==> src/rtl/hazard_pkg.sv <==
// Shared types and latency helper for the hazard scoreboard.
// HAZARD_SCOREBOARD_FWD_EN selects forwarded (L-1) versus writeback-timed (L-1+PIPE_TO_WB) release.
package hazard_pkg;

    localparam int MAX_LAT    = 8;
    localparam int PIPE_TO_WB = 3;
    localparam int LAT_W      = $clog2(MAX_LAT + PIPE_TO_WB + 1);

    typedef logic [LAT_W-1:0] lat_t;

    // Cycles a consumer must wait after issue: latency 0 behaves as 1, long requests saturate.
    function automatic lat_t eff_lat(input lat_t lat);
        lat_t l;
        l = (lat == '0) ? lat_t'(1) : lat;
        if (l > lat_t'(MAX_LAT)) l = lat_t'(MAX_LAT);
`ifdef HAZARD_SCOREBOARD_FWD_EN
        return l - lat_t'(1);
`else
        return l - lat_t'(1) + lat_t'(PIPE_TO_WB);
`endif
    endfunction

endpackage

==> src/rtl/hazard_scoreboard_sb_counter.sv <==
// sb_counter: loadable down-counter that holds at zero, with a nonzero flag.
// Used per tracked register and for the non-pipelined unit (HAZARD_SCOREBOARD_FWD_EN only affects load values).
module sb_counter #(
    parameter int W = 4
) (
    input  logic         clk_i,
    input  logic         rst_ni,
    input  logic         load_i,
    input  logic [W-1:0] load_val_i,
    output logic [W-1:0] count_o,
    output logic         busy_o
);

    logic [W-1:0] count_q;

    // A load in the same cycle as a pending decrement takes priority.
    always_ff @(posedge clk_i or negedge rst_ni) begin
        if (!rst_ni) begin
            count_q <= '0;
        end else if (load_i) begin
            count_q <= load_val_i;
        end else if (count_q != '0) begin
            count_q <= count_q - W'(1);
        end
    end

    assign count_o = count_q;
    assign busy_o  = (count_q != '0);

endmodule

==> src/rtl/hazard_scoreboard.sv <==
// Decode-stage countdown scoreboard: stalls on RAW, WAW and non-pipelined-unit hazards.
// Build with HAZARD_SCOREBOARD_FWD_EN when a bypass network releases consumers at result time.
module hazard_scoreboard
    import hazard_pkg::*;
#(
    parameter int NREGS  = 32,
    parameter int ADDR_W = $clog2(NREGS)
) (
    input  logic              clk_i,
    input  logic              rst_ni,
    input  logic              decode_valid_i,
    input  logic [ADDR_W-1:0] decode_rs1_addr_i,
    input  logic              decode_rs1_used_i,
    input  logic [ADDR_W-1:0] decode_rs2_addr_i,
    input  logic              decode_rs2_used_i,
    input  logic [ADDR_W-1:0] decode_rd_addr_i,
    input  logic              decode_regwen_i,
    input  lat_t              decode_lat_i,
    input  logic              decode_nonpipe_i,
    input  logic              flush_i,
    output logic              stall_o,
    output logic              flush_e_o,
    output logic [NREGS-1:0]  sb_busy_o
);

    // Handshake: decode offers an instruction with decode_valid_i; it is accepted (issued) in a
    // cycle where stall_o is low and flush_i is low, otherwise decode holds it or it is killed.
    logic [NREGS-1:0][LAT_W-1:0] cnt;
    logic [NREGS-1:0]            busy;
    lat_t                        e_lat;
    logic                        issue;
    logic                        raw_hz, waw_hz, struct_hz;
    logic                        unit_busy;
    lat_t                        unused_unit_cnt;

    assign e_lat = eff_lat(decode_lat_i);

    // x0 is hardwired idle so reads and writes of it never interact with the scoreboard.
    assign cnt[0]  = '0;
    assign busy[0] = 1'b0;

    for (genvar r = 1; r < NREGS; r++) begin : g_reg
        sb_counter #(.W(LAT_W)) u_cnt (
            .clk_i      (clk_i),
            .rst_ni     (rst_ni),
            .load_i     (issue & decode_regwen_i & (decode_rd_addr_i == ADDR_W'(r))),
            .load_val_i (e_lat),
            .count_o    (cnt[r]),
            .busy_o     (busy[r])
        );
    end

    sb_counter #(.W(LAT_W)) u_unit (
        .clk_i      (clk_i),
        .rst_ni     (rst_ni),
        .load_i     (issue & decode_nonpipe_i),
        .load_val_i (e_lat),
        .count_o    (unused_unit_cnt),
        .busy_o     (unit_busy)
    );

    assign raw_hz = (decode_rs1_used_i & (decode_rs1_addr_i != '0) & busy[decode_rs1_addr_i])
                  | (decode_rs2_used_i & (decode_rs2_addr_i != '0) & busy[decode_rs2_addr_i]);

    // A new writer may not finish before an older writer of the same register.
    assign waw_hz = decode_regwen_i & (decode_rd_addr_i != '0) & (cnt[decode_rd_addr_i] > e_lat);

    assign struct_hz = decode_nonpipe_i & unit_busy;

    assign stall_o   = decode_valid_i & ~flush_i & (raw_hz | waw_hz | struct_hz);
    assign flush_e_o = stall_o | flush_i;
    assign issue     = decode_valid_i & ~stall_o & ~flush_i;
    assign sb_busy_o = busy;

endmodule

==> config.mk <==
export PLATFORM = sky130hd
export DESIGN_NAME = hazard_scoreboard
export DESIGN_NICKNAME = d
export VERILOG_FILES = /design/src/rtl/hazard_pkg.sv /design/src/rtl/hazard_scoreboard_sb_counter.sv /design/src/rtl/hazard_scoreboard.sv
export SDC_FILE = /design/constraint.sdc
export NUM_CORES = 1
export LEC_CHECK = 0
export ABC_AREA = 0
export BUFFER_PORTS_ARGS = -buffer_cell sky130_fd_sc_hd__buf_4
export CELL_PAD_IN_SITES_DETAIL_PLACEMENT = 1
export CELL_PAD_IN_SITES_GLOBAL_PLACEMENT = 2
export CORE_MARGIN = 4
export CORE_UTILIZATION = 40
export DETAILED_ROUTE_END_ITERATION = 8
export PLACE_DENSITY = 0.92
export SKIP_CTS_REPAIR_TIMING = 1
export SLEW_MARGIN = 20
export SYNTH_ARGS = -nofsm -noshare
export SYNTH_HDL_FRONTEND = slang
export SYNTH_HIERARCHICAL = 1
export SYNTH_SLANG_ARGS = --single-unit
==> constraint.sdc <==
create_clock -name clk_i -period 7.1 [get_ports clk_i]
set_input_delay 1.42 -clock clk_i [delete_from_list [all_inputs] [get_ports clk_i]]
set_output_delay 1.42 -clock clk_i [all_outputs]
set_load 0.01 [all_outputs]
# Word-level counts from Yosys, hierarchy flattened
# Index checks and enable logic that the tools add are counted.
# op_classes
n_addsub	34
order_cmp	5
n_eq_ne	31
mux	72
bitwise	50
reduce_logical	68
# op_table
op	n
$mux 4	67
$sub 4x1->4 const B	33
$reduce_bool 4->1	32
$eq 5x5->1 const B	16
$reduce_bool 2->1	32
$and 1x1->1	44
$eq 5x4->1 const B	8
$bmux 4 s5	1
$eq 5x3->1 const B	4
$lt 5x6->1 const B	3
$reduce_bool 5->1	3
$bmux 1 s5	2
$eq 5x2->1 const B	2
$eq 5x1->1 const B	1
$add 4x2->4 const B	1
$gt 4x4->1	1
$gt 4x4->1 const B	1
$logic_not 4->1	1
$or 1x1->1	4
$mux 1	2
$not 1->1	2
# totals
regBits	128
out_inout_bits	34
word_cells	292

# Logic depth before layout (Yosys ltp)
# Gate-level depths: netlist (run 1).
# depth
depth_word	17
depth_mapped	16

# Modules after synthesis
# The synthesis (run 1) kept the hierarchy.
# modules_own_cells
mod	instances	cells_per_inst	area_per_inst_um2
sb_counter	32	26	251.5
hazard_scoreboard	1	202	2082.0

# Least setup slack after synthesis (run 1)
# OpenSTA, ideal clock, no wires.
# synth_path
kind	in2out
from	input decode_rd_addr_i[0]
to	output flush_e_o
t_arrival_ns	4.484
t_required_ns	5.680
setup_slack_ns	1.196
stages	12
cell_sequence	buf_2 > buf_2 > mux4_2 > mux4_2 > mux2_2 > ha_1 > nor2b_1 > o21a_1 > o21a_1 > o21ai_2 > nand4_4 > a21o_1
# synth_between
elab_chain_len	8
word_cells_on_any_way	10
classes_between	1 x order compare; 2 x mux; 6 x bitwise; 1 x reduce/logical
# synth_rtl
element	line	rtl
from (decl)	hazard_scoreboard.sv:16	input logic [ADDR_W-1:0] decode_rd_addr_i,
$bmux 4 s5	hazard_scoreboard.sv:66	assign waw_hz = decode_regwen_i & (decode_rd_addr_i != '0) & (cnt[decode_rd_addr_i] > e_lat);
$mux 4 (not written as such)	hazard_scoreboard.sv:66	
$gt 4x4->1	hazard_scoreboard.sv:66	
$and 1x1->1 (*)	hazard_scoreboard.sv:66	
$or 1x1->1 (*) (2 in series)	hazard_scoreboard.sv:70	assign stall_o = decode_valid_i & ~flush_i & (raw_hz | waw_hz | struct_hz);
$and 1x1->1 (*)	hazard_scoreboard.sv:70	
$or 1x1->1 (*)	hazard_scoreboard.sv:71	assign flush_e_o = stall_o | flush_i;
to (decl)	hazard_scoreboard.sv:22	output logic flush_e_o,
# Mark *: on every way between the ends. The rest lies on a longest branch, timed or not. The select of a mux whose other input is x is not followed.

# Worst setup path in the final report (run 1)
# Same ends and word-level chain as after synthesis.

==> results of run 1 <==
-- layout make-up --
type / instances / area share (%)
clock buffers: 22 / 4.12
well taps: 324 / 3.59
multi-input cells: 753 / 55.7
clock inverters: 10 / 1.41
inverters: 69 / 2.30
repair buffers: 68 / 4.53
flip-flops and latches: 128 / 28.4
-- kinds of logic after synthesis --
logic type | count (synthesis) | share of synthesized area, %
simple gates | 362 | 21.6
compound gates | 155 | 9.89
buf+inv | 153 | 6.47
mux | 133 | 19.0
flops | 128 | 31.6
fa+ha+maj | 69 | 8.52
xor+xnor | 33 | 2.85
other cells | 1 | 0.0370
-- cells in the final DEF, fill, tap and decap left out, types with 2 or more instances in the layout --
cell type     n
mux2i_1      48
clkbuf_1      3
dfrtp_1     128
mux4_2       42
a22oi_1       7
clkbuf_8      2
nand3b_1      5
buf_4        68
xnor2_1      33
clkbuf_16    17
a22o_1        4
a21oi_1      37
nor2_1        6
or3b_2        2
bufinv_16     4
and2_1        2
ha_1         69
nand2b_1      2
mux2_2       42
o21a_1        2
a221o_1      32
nor3_1       95
nand3_1       4
nor3b_1      32
or4_1         2
or2b_2       32
nand2_1      70
inv_1        68
or3b_1       32
clkinvlp_4    2
nor2b_1      71
clkinv_2      3
o21ai_0      65
-- path summary, 6_finish.rpt --
check	depth (start not counted)	end	slack, ns	startpoint
max	12	flush_e_o	0.95	decode_rd_addr_i[0]
min reg2reg	2	u_unit/count_o[0]$_DFFE_PN0P_	0.62	u_unit/count_o[0]$_DFFE_PN0P_
min in group asynchronous	1	g_reg[4].u_cnt/count_o[3]$_DFFE_PN0P_	0.95	rst_ni
max in group asynchronous	2	g_reg[14].u_cnt/count_o[1]$_DFFE_PN0P_	5.00	rst_ni
max reg2reg	13	g_reg[25].u_cnt/count_o[3]$_DFFE_PN0P_	2.60	g_reg[29].u_cnt/count_o[1]$_DFFE_PN0P_
min	2	u_unit/count_o[0]$_DFFE_PN0P_	0.62	u_unit/count_o[0]$_DFFE_PN0P_
-- per-stage QoR --
step	utilization (%)	hold WS, ns
2_1_floorplan	-	0.567
3_3_place_gp	43.3	0.597
3_5_place_dp	43.3	0.613
4_1_cts	45.8	0.625
5_1_grt	45.8	0.661
6_report	45.8	0.615
-- registers in the layout, summed over array words and instances, names as in the netlist --
register,cells
g.u_cnt/count_o,124
u_unit/count_o,4
-- worst reg2reg max path: stages (launching register included) --
cell     delay (ns)
dfrtp_1        0.45
mux4_2         0.47
mux4_2         0.51
mux2_2         0.29
ha_1           0.28
nor2b_1        0.15
o21a_1         0.17
o21a_1         0.18
o21ai_2        0.15
nand4_4        0.14
buf_4          0.30
nor3_1         0.83
nor3_1         0.12
a221o_1        0.35
-- routing by layer --
metal	wire length, um	up-vias
li1	-	3682
met1	13200	4241
met2	15300	172
met3	1210	59
met4	913	0
met5	0	-
-- power groups by stage --
| stage | Clock [mW] | Combinational, mW | Sequential [mW] |
|---|---|---|---|
| 2_1_floorplan | 0 | 2.02 | 1.40 |
| 3_3_place_gp | 0 | 2.39 | 1.58 |
| 3_5_place_dp | 0 | 2.56 | 1.60 |
| 4_1_cts | 0.973 | 2.60 | 1.59 |
| 5_1_grt | 1.00 | 2.89 | 1.66 |
| 6_report | 0.956 | 2.59 | 1.60 |
==> impl_results.md, run 1 <==
* DRC at 0
* Required @ worst endpoint at 5.68 ns
* Final WL at 30600 um
* Post-synthesis cell type count at 47
* Core area at 24600 um2
* GR peak layer: met2
* Met3 Usage GRT at 4.05%
* Outcome: finished, final reports clean
* Fmax at 0.163 GHz
* Final Critical Period at 6.15 ns
* Critical path type: input pin to primary output
* Final setup violation count at 0
* Chip Height at 167 um
* Setup ws final at 0.949 ns
* Reg area at 3200 um2
* Grt met1 use at 28.5%
* Layout cell share with drive strength beyond 1 at 21.0%
* Area Growth Syn to Fin at 11.4%
* Internal at 3.09 mW
* Cells after synthesis at 1034
* Die area at 27900 um2
* Largest net degree at the start of global routing at 55
* Worst path slowest cell: mux4_2
* Grt ovf at 0
* Syn_nets at 1130
* Ant. Diodes at 0
* HP Class: register to register
* Initial Utilization at 41.2%
* Sequential area share after synthesis at 31.6%
* Period utilisation layout at 86.6%
* DRT iter0 DRCs at 447
* Synth warn at 6
* Synth Flop Type: dfrtp_1
* Vias per Instance at 5.93
* Die span in x at 167 um
* CP cell instances: buf_4 -> mux4_2 -> mux4_2 -> mux2_2 -> ha_1 -> nor2b_1 -> o21a_1 -> o21a_1 -> o21ai_2 -> nand4_4 -> a21o_1 -> buf_4
* Final Slew Violations at 0
* CTS tree: yes
* Power per Cell Area at 456 nW/um2
* Clock Skew at 0.0125 ns
* Antenna Nets Post-Route at 0
* Sink Count at 128
* Worst-margin pin slew at 0.937 ns
* Peak supply drop at 0.000192 V
* Post-placement cell count at 1342
* Most numerous cell in the Yosys netlist: dfrtp_1
* Multi-input logic area at 6280 um2
* CP bufs+invs at 2
* All-layer global routing usage at 22.2%
* Ports at 61
* Number of buffers created by CTS at 17
* Vias in the first global route at 8704
* Final Cell Area at 11300 um2
* Row count at 57
* Setup TNS at 0 ns
* Post-synth top cells: dfrtp_1, nor3_1, nor2b_1
* Finished Layout Cells at 1374
* Final RePlAce weighted congestion at 0.840
* # fillers at 2791
* Switching share of power at 39.9%
* Syn Area/Cell at 9.80 um2
* Mapped Area at 10100 um2
* Number of synthesized flops with an enable pin at 0
* Design Power at 5.14 mW
* Clock Power Share at 18.6%
* Yosys reg bits at 128
* Slew HR at 37.0%
* First-pass GRT wire length at 49200 um
* Max cap viols at 0
* Switching pwr at 2.05 mW
* Leakage power at 4.83 nW
* Final #Nets at 1133
* RSZ-0062 raised after global routing: false
* Clk_lat worst skew at 0.44 ns
* Hpwl dp at 21500 um
* M2 GR Usage at 37.6%
* Max clock buf depth at 2
* Fin. Hold Viols at 0
* Delay of the slowest critical-path stage at 0.59 ns
* Critical Path Start Type: input pin
* Crit path max-delay family: multiplexers
* Post-synth top area cell: dfrtp_1
* Clock transition at path regs at 0.06 ns
* Crit path max fanout at 38
* CTS H-tree depth at 4
* Area contributors post-synth: dfrtp_1, mux4_2, ha_1, mux2i_1, nor3_1
* FFs w/ async S/R, synth at 100%
* Sequential power share at 31.1%
* Placed inst area at 10700 um2
* IO buf count at 59
* CP endpoint kind: primary output
* Drt pass-1 iters at 5
* Worst slack, placed at 0.952 ns
* Initial antenna violation count at 0
* Worst EP arrival at 4.73 ns
* Share of the synthesized area in the top cell type at 31.6%
* Vias at 8154
* Combinational share of power at 50.3%
* Routed WL per cell at 22.3 um
* Root buf cell: clkbuf_16
Power figures use the tool's default switching activity.
==> run 2: changes to the inputs <==
Settings changed: CORE_UTILIZATION 40 to 44, PLACE_DENSITY 0.92 to 0.95.
Clock period 7.1 ns to 7.9 ns, I/O delays scaled along.
==> run 2 against run 1 <==
  * First-iteration DRC count up 33%
  * Final cell count down 3.1%
  * Sequential power down 9%
  * Power down 10%
  * Clock power down 13%
  * Flip-flop and latch count unchanged
  * Largest cell class unchanged
  * Via count up 1.7%
  * Non-clock buffer count down 3
  * Worst hold slack worse by 0.0070 ns
  * Clock skew down 0.0028 ns
  * Die area down 8.7%
  * Largest power group unchanged
==> impl_results.md, run 2 (synthesis gave the netlist of run 1 again) <==
* Required @ worst endpoint at 6.32 ns
* Layout cell share with drive strength beyond 1 at 20.7%
* CTS tree: yes
* DRT iter0 DRCs at 593
* DRC at 0
* Outcome: finished, final reports clean
* Fin. Hold Viols at 0
* Switching share of power at 40.4%
* Ports at 61
* Crit path max fanout at 38
* Hpwl dp at 21300 um
* Max clock buf depth at 2
* Combinational share of power at 50.5%
* Max cap viols at 0
* Final #Nets at 1130
* Most frequent cells in the layout: dfrtp_1, nor3_1, nor2b_1
* All-layer global routing usage at 24.7%
* Clk_lat worst skew at 0.43 ns
* Row count at 55
* Initial Utilization at 44.7%
* Worst-margin pin slew at 1.02 ns
* Internal at 2.75 mW
* Vias at 8296
* Chip Height at 160 um
* Drt pass-1 iters at 5
* Root buf cell: clkbuf_16
* Ant. Diodes at 0
* CP endpoint kind: primary output
* Period utilisation layout at 81.2%
* Antenna Nets Post-Route at 0
* Slew HR at 31.4%
* Final Critical Period at 6.42 ns
* Clock transition at path regs at 0.06 ns
* Final Slew Violations at 0
* Critical Path Start Type: input pin
* Max reg flops at 124
* Power per Cell Area at 411 nW/um2
* Peak supply drop at 0.000166 V
* Clock Skew at 0.00977 ns
* Area Growth Syn to Fin at 10.4%
* Clock Power Share at 18.0%
* Worst EP arrival at 4.84 ns
* Fmax at 0.156 GHz
* Vias per Instance at 6.23
* Die span in x at 160 um
* Most common cell after layout, fill and taps aside: dfrtp_1
* Final setup violation count at 0
* Initial antenna violation count at 0
* Final RePlAce weighted congestion at 0.845
* Critical path type: input pin to primary output
* Placed inst area at 10600 um2
* IO buf count at 59
* Routed WL per cell at 23.2 um
* Switching pwr at 1.86 mW
* Number of buffers created by CTS at 17
* RSZ-0062 raised after global routing: false
* Leakage power at 4.79 nW
* Grt ovf at 0
* Largest net degree at the start of global routing at 70
* Final Cell Area at 11200 um2
* CTS H-tree depth at 4
* Final WL at 30900 um
* First-pass GRT wire length at 49800 um
* Setup TNS at 0 ns
* Sequential power share at 31.5%
* Die area at 25500 um2
* Sink Count at 128
* Vias in the first global route at 8844
* # fillers at 2516
* HP Class: register to register
* Core area at 22600 um2
[run 2: stage by stage]
| stage | instances | hold slack (ns) | worst slack (ns) | utilization, % | power [mW] |
|---|---|---|---|---|---|
| floorplan | 1034 | 0.567 | 1.68 | - | 3.08 |
| global placement | 1300 | 0.596 | 1.51 | 46.8 | 3.57 |
| CTS | 1332 | 0.614 | 1.44 | 49.4 | 4.61 |
| global route | 1332 | 0.664 | 1.29 | 49.4 | 4.98 |
| detailed placement | 1300 | 0.601 | 1.46 | 46.8 | 3.74 |
| finish | 1332 | 0.608 | 1.48 | 49.4 | 4.60 |
[run 2: cell type report]
class                           instances  area [um2]  area share (%)
Multi-Input combinational cell        753        6280            56.1
Sequential cell                       128        3200            28.6
Timing Repair Buffer                   65         492            4.40
Clock buffer                           22         464            4.15
Tap cell                              285         357            3.19
Inverter                               69         259            2.31
Clock inverter                         10         135            1.21
[run 2: metal layers]
| metal | GRT usage, % | vias to the layer above | routed length (um) |
|---|---|---|---|
| met5 | 0 | - | 0 |
| li1 | - | 3690 | - |
| met4 | 11.9 | 0 | 1370 |
| met1 | 30.1 | 4230 | 12200 |
| met2 | 42.3 | 279 | 15600 |
| met3 | 4.57 | 97 | 1750 |
[run 2: power groups by stage]
stage	clock network, mW	registers (mW)	logic [mW]
final	0.830	1.45	2.32
after CTS	0.840	1.44	2.33
after detailed placement	0	1.45	2.29
after global placement	0	1.44	2.14
after floorplan	0	1.26	1.82
after global routing	0.871	1.51	2.60
[run 2: worst paths after layout]
check                           cells past startpoint                                     end  slack (ns)                              startpoint
min in group asynchronous                           1   g_reg[1].u_cnt/count_o[2]$_DFFE_PN0P_        1.13                                  rst_ni
worst min-delay path                                2           u_unit/count_o[0]$_DFFE_PN0P_        0.61           u_unit/count_o[0]$_DFFE_PN0P_
worst min register to register                      2           u_unit/count_o[0]$_DFFE_PN0P_        0.61           u_unit/count_o[0]$_DFFE_PN0P_
max in group asynchronous                           2  g_reg[24].u_cnt/count_o[3]$_DFFE_PN0P_        5.37                                  rst_ni
worst max-delay path                               12                               flush_e_o        1.48                     decode_rd_addr_i[0]
worst max register to register                     13  g_reg[12].u_cnt/count_o[3]$_DFFE_PN0P_        3.41  g_reg[31].u_cnt/count_o[1]$_DFFE_PN0P_
[run 2: critical path, stage by stage]
cell and delay (ns):
buf_4 0.51, mux4_2 0.59, mux4_2 0.51, mux2_2 0.28, ha_1 0.28, nor2b_1 0.14, o21a_1 0.16, o21a_1 0.17
o21ai_2 0.15, nand4_4 0.13, a21o_1 0.20, buf_4 0.13
==> run 3: changes to the inputs <==
Settings changed: CORE_UTILIZATION 44 to 37, PLACE_DENSITY 0.95 to 0.89.
Clock period 7.9 ns to 5.6 ns, I/O delays scaled along.
==> run 3 against run 2 <==
  * Register-to-register slack lost 1.9 ns
  * Die area grew 18%
  * Design area rose by 2.2%
  * Flip-flop and latch count did not move
  * Final cell count up 6.6%
  * First-iteration DRC count rose by 3.4%
  * Setup slack worse by 1.2 ns
  * Global-route usage down 3.6 points
  * Critical path type unchanged
  * Critical endpoint unchanged
==> impl_results.md, run 3 (synthesis gave the netlist of run 1 again) <==
* Crit path max fanout at 21
* CTS tree: yes
* Final Critical Period at 5.33 ns
* Final WL at 31600 um
* CP endpoint kind: primary output
* Antenna Nets Post-Route at 0
* Clock transition at path regs at 0.06 ns
* Power per Cell Area at 556 nW/um2
* Setup TNS at 0 ns
* Die area at 30100 um2
* Hold Slack at 0.625 ns
* Slew HR at 40.2%
* Reg2Reg Launch Point: g_reg[22].u_cnt/count_o[1]$_DFFE_PN0P_
* Max reg flops at 124
* Ports at 61
* CP Launch Point: decode_rd_addr_i[0]
* Period utilisation layout at 95.2%
* Area Growth Syn to Fin at 12.9%
* Peak supply drop at 0.000203 V
* Fmax at 0.188 GHz
* Clk_lat worst skew at 0.43 ns
* Combinational share of power at 51.2%
* Multi-input logic area at 6280 um2
* Core area at 27000 um2
* Routed WL per cell at 22.2 um
* Clock Power Share at 16.2%
* Grt ovf at 0
* Chip Height at 173 um
* Crit. path cell count at 14
* CP cell instances: buf_4 -> buf_4 -> nor2b_1 -> a22o_1 -> mux4_2 -> mux2_2 -> ha_1 -> nor2b_1 -> o21a_1 -> o21a_1 -> o21ai_2 -> nand4_4 -> a21o_1 -> buf_4
* Vias per Instance at 5.86
* Drt pass-1 iters at 5
* # fillers at 3046
* Setup crit end: flush_e_o
* Crit path max-delay family: compound AO/OA/AOI/OAI gates
* Final RePlAce weighted congestion at 0.855
* Worst EP arrival at 4.21 ns
* HP Class: register to register
* DRC at 0
* Number of buffers created by CTS at 17
* Max cap viols at 0
* RSZ-0062 raised after global routing: false
* Reg area at 3200 um2
* Worst R2R End: g_reg[9].u_cnt/count_o[3]$_DFFE_PN0P_
* R2R cell count at 14
* CTS H-tree depth at 4
* Die span in x at 173 um
* CP bufs+invs at 3
* Vias in the first global route at 8910
* Initial Utilization at 37.6%
* Delay of the slowest critical-path stage at 0.44 ns
* Most common cell after layout, fill and taps aside: dfrtp_1
* Final setup violation count at 0
* Switching pwr at 2.61 mW
* Critical path type: input pin to primary output
* Ant. Diodes at 0
* Leakage power at 4.95 nW
* Required @ worst endpoint at 4.48 ns
* Layout cell share with drive strength beyond 1 at 23.1%
* All-layer global routing usage at 21.1%
* DRT iter0 DRCs at 613
* Sequential power share at 32.6%
* Critical path's most frequent cell: buf_4
* Hpwl dp at 22300 um
* Worst path slowest cell: mux4_2
* Critical Path Start Type: input pin
* R2R setup slack at 1.52 ns
* Final #Nets at 1164
* Largest net degree at the start of global routing at 129
* Worst-margin pin slew at 0.895 ns
* Internal at 3.75 mW
* Row count at 60
* Initial antenna violation count at 0
* Switching share of power at 41.1%
* Sink Count at 128
* Max clock buf depth at 2
* First-pass GRT wire length at 50300 um
* Final Slew Violations at 0
* Outcome: finished, final reports clean
* Root buf cell: clkbuf_16
* Vias at 8320
* Most frequent cells in the layout: dfrtp_1, buf_4, nor3_1
* Fin. Hold Viols at 0
* Clock Skew at 0.00932 ns
* IO buf count at 59
==> run 3: worst min-delay path by stage <==
stage	from	endpoint	cells after the start	slack [ns]
after global routing	u_unit/count_o[0]$_DFFE_PN0P_	u_unit/count_o[0]$_DFFE_PN0P_	2	0.63
after global placement	u_unit/count_o[0]$_DFFE_PN0P_	u_unit/count_o[0]$_DFFE_PN0P_	2	0.60
after floorplan	u_unit/count_o[0]$_DFFE_PN0P_	u_unit/count_o[0]$_DFFE_PN0P_	2	0.57
final	u_unit/count_o[0]$_DFFE_PN0P_	u_unit/count_o[0]$_DFFE_PN0P_	2	0.63
after CTS	u_unit/count_o[0]$_DFFE_PN0P_	u_unit/count_o[0]$_DFFE_PN0P_	2	0.62
after detailed placement	u_unit/count_o[0]$_DFFE_PN0P_	u_unit/count_o[0]$_DFFE_PN0P_	2	0.60
==> run 3: per-layer routing <==
layer	vias to the layer above	GRT usage, %	routed length, um	part of all wire, %
met5	-	0	0	0
met4	0	6.32	702	2.2
met3	55	4.32	1810	5.7
met2	241	36.5	15800	50
met1	4271	26.7	13300	42
li1	3753	-	-	-
==> run 3: power groups by stage <==
stage | Combinational (mW) | Clock (mW) | Sequential (mW)
floorplan | 2.56 | 0 | 1.78
global placement | 3.02 | 0 | 2.06
detailed placement | 3.24 | 0 | 2.07
CTS | 3.27 | 1.05 | 2.07
global route | 3.64 | 1.09 | 2.14
finish | 3.26 | 1.03 | 2.07
==> run 3: area by class of cell <==
| cell class | instances | share of cell area, % |
|---|---|---|
| multi-input combinational | 753 | 54.9 |
| sequential | 128 | 28.0 |
| timing repair buffer | 99 | 6.61 |
| clock buffer | 24 | 4.21 |
| tap | 341 | 3.73 |
| inverter | 69 | 2.26 |
| clock inverter | 6 | 0.306 |
==> run 3: worst reg2reg max path, cell delays in order (launching register included) <==
cell	delay, ns
dfrtp_1	0.43
mux4_2	0.49
mux4_2	0.51
mux2_2	0.29
ha_1	0.28
nor2b_1	0.14
o21a_1	0.16
o21a_1	0.18
o21ai_2	0.15
nand4_4	0.13
buf_4	0.29
nor3_1	0.30
buf_4	0.23
nor3_1	0.08
a221o_1	0.32
==> run 3: metrics by stage <==
stage	instance area (um2)	setup slack, ns	cells	utilization, %	total power, mW
floorplan	10100	0.296	1034	-	4.34
global placement	10900	0.294	1390	40.5	5.08
detailed placement	10900	0.266	1390	40.5	5.31
CTS	11400	0.253	1420	42.4	6.38
global route	11400	0.0738	1420	42.4	6.86
finish	11400	0.269	1420	42.4	6.36
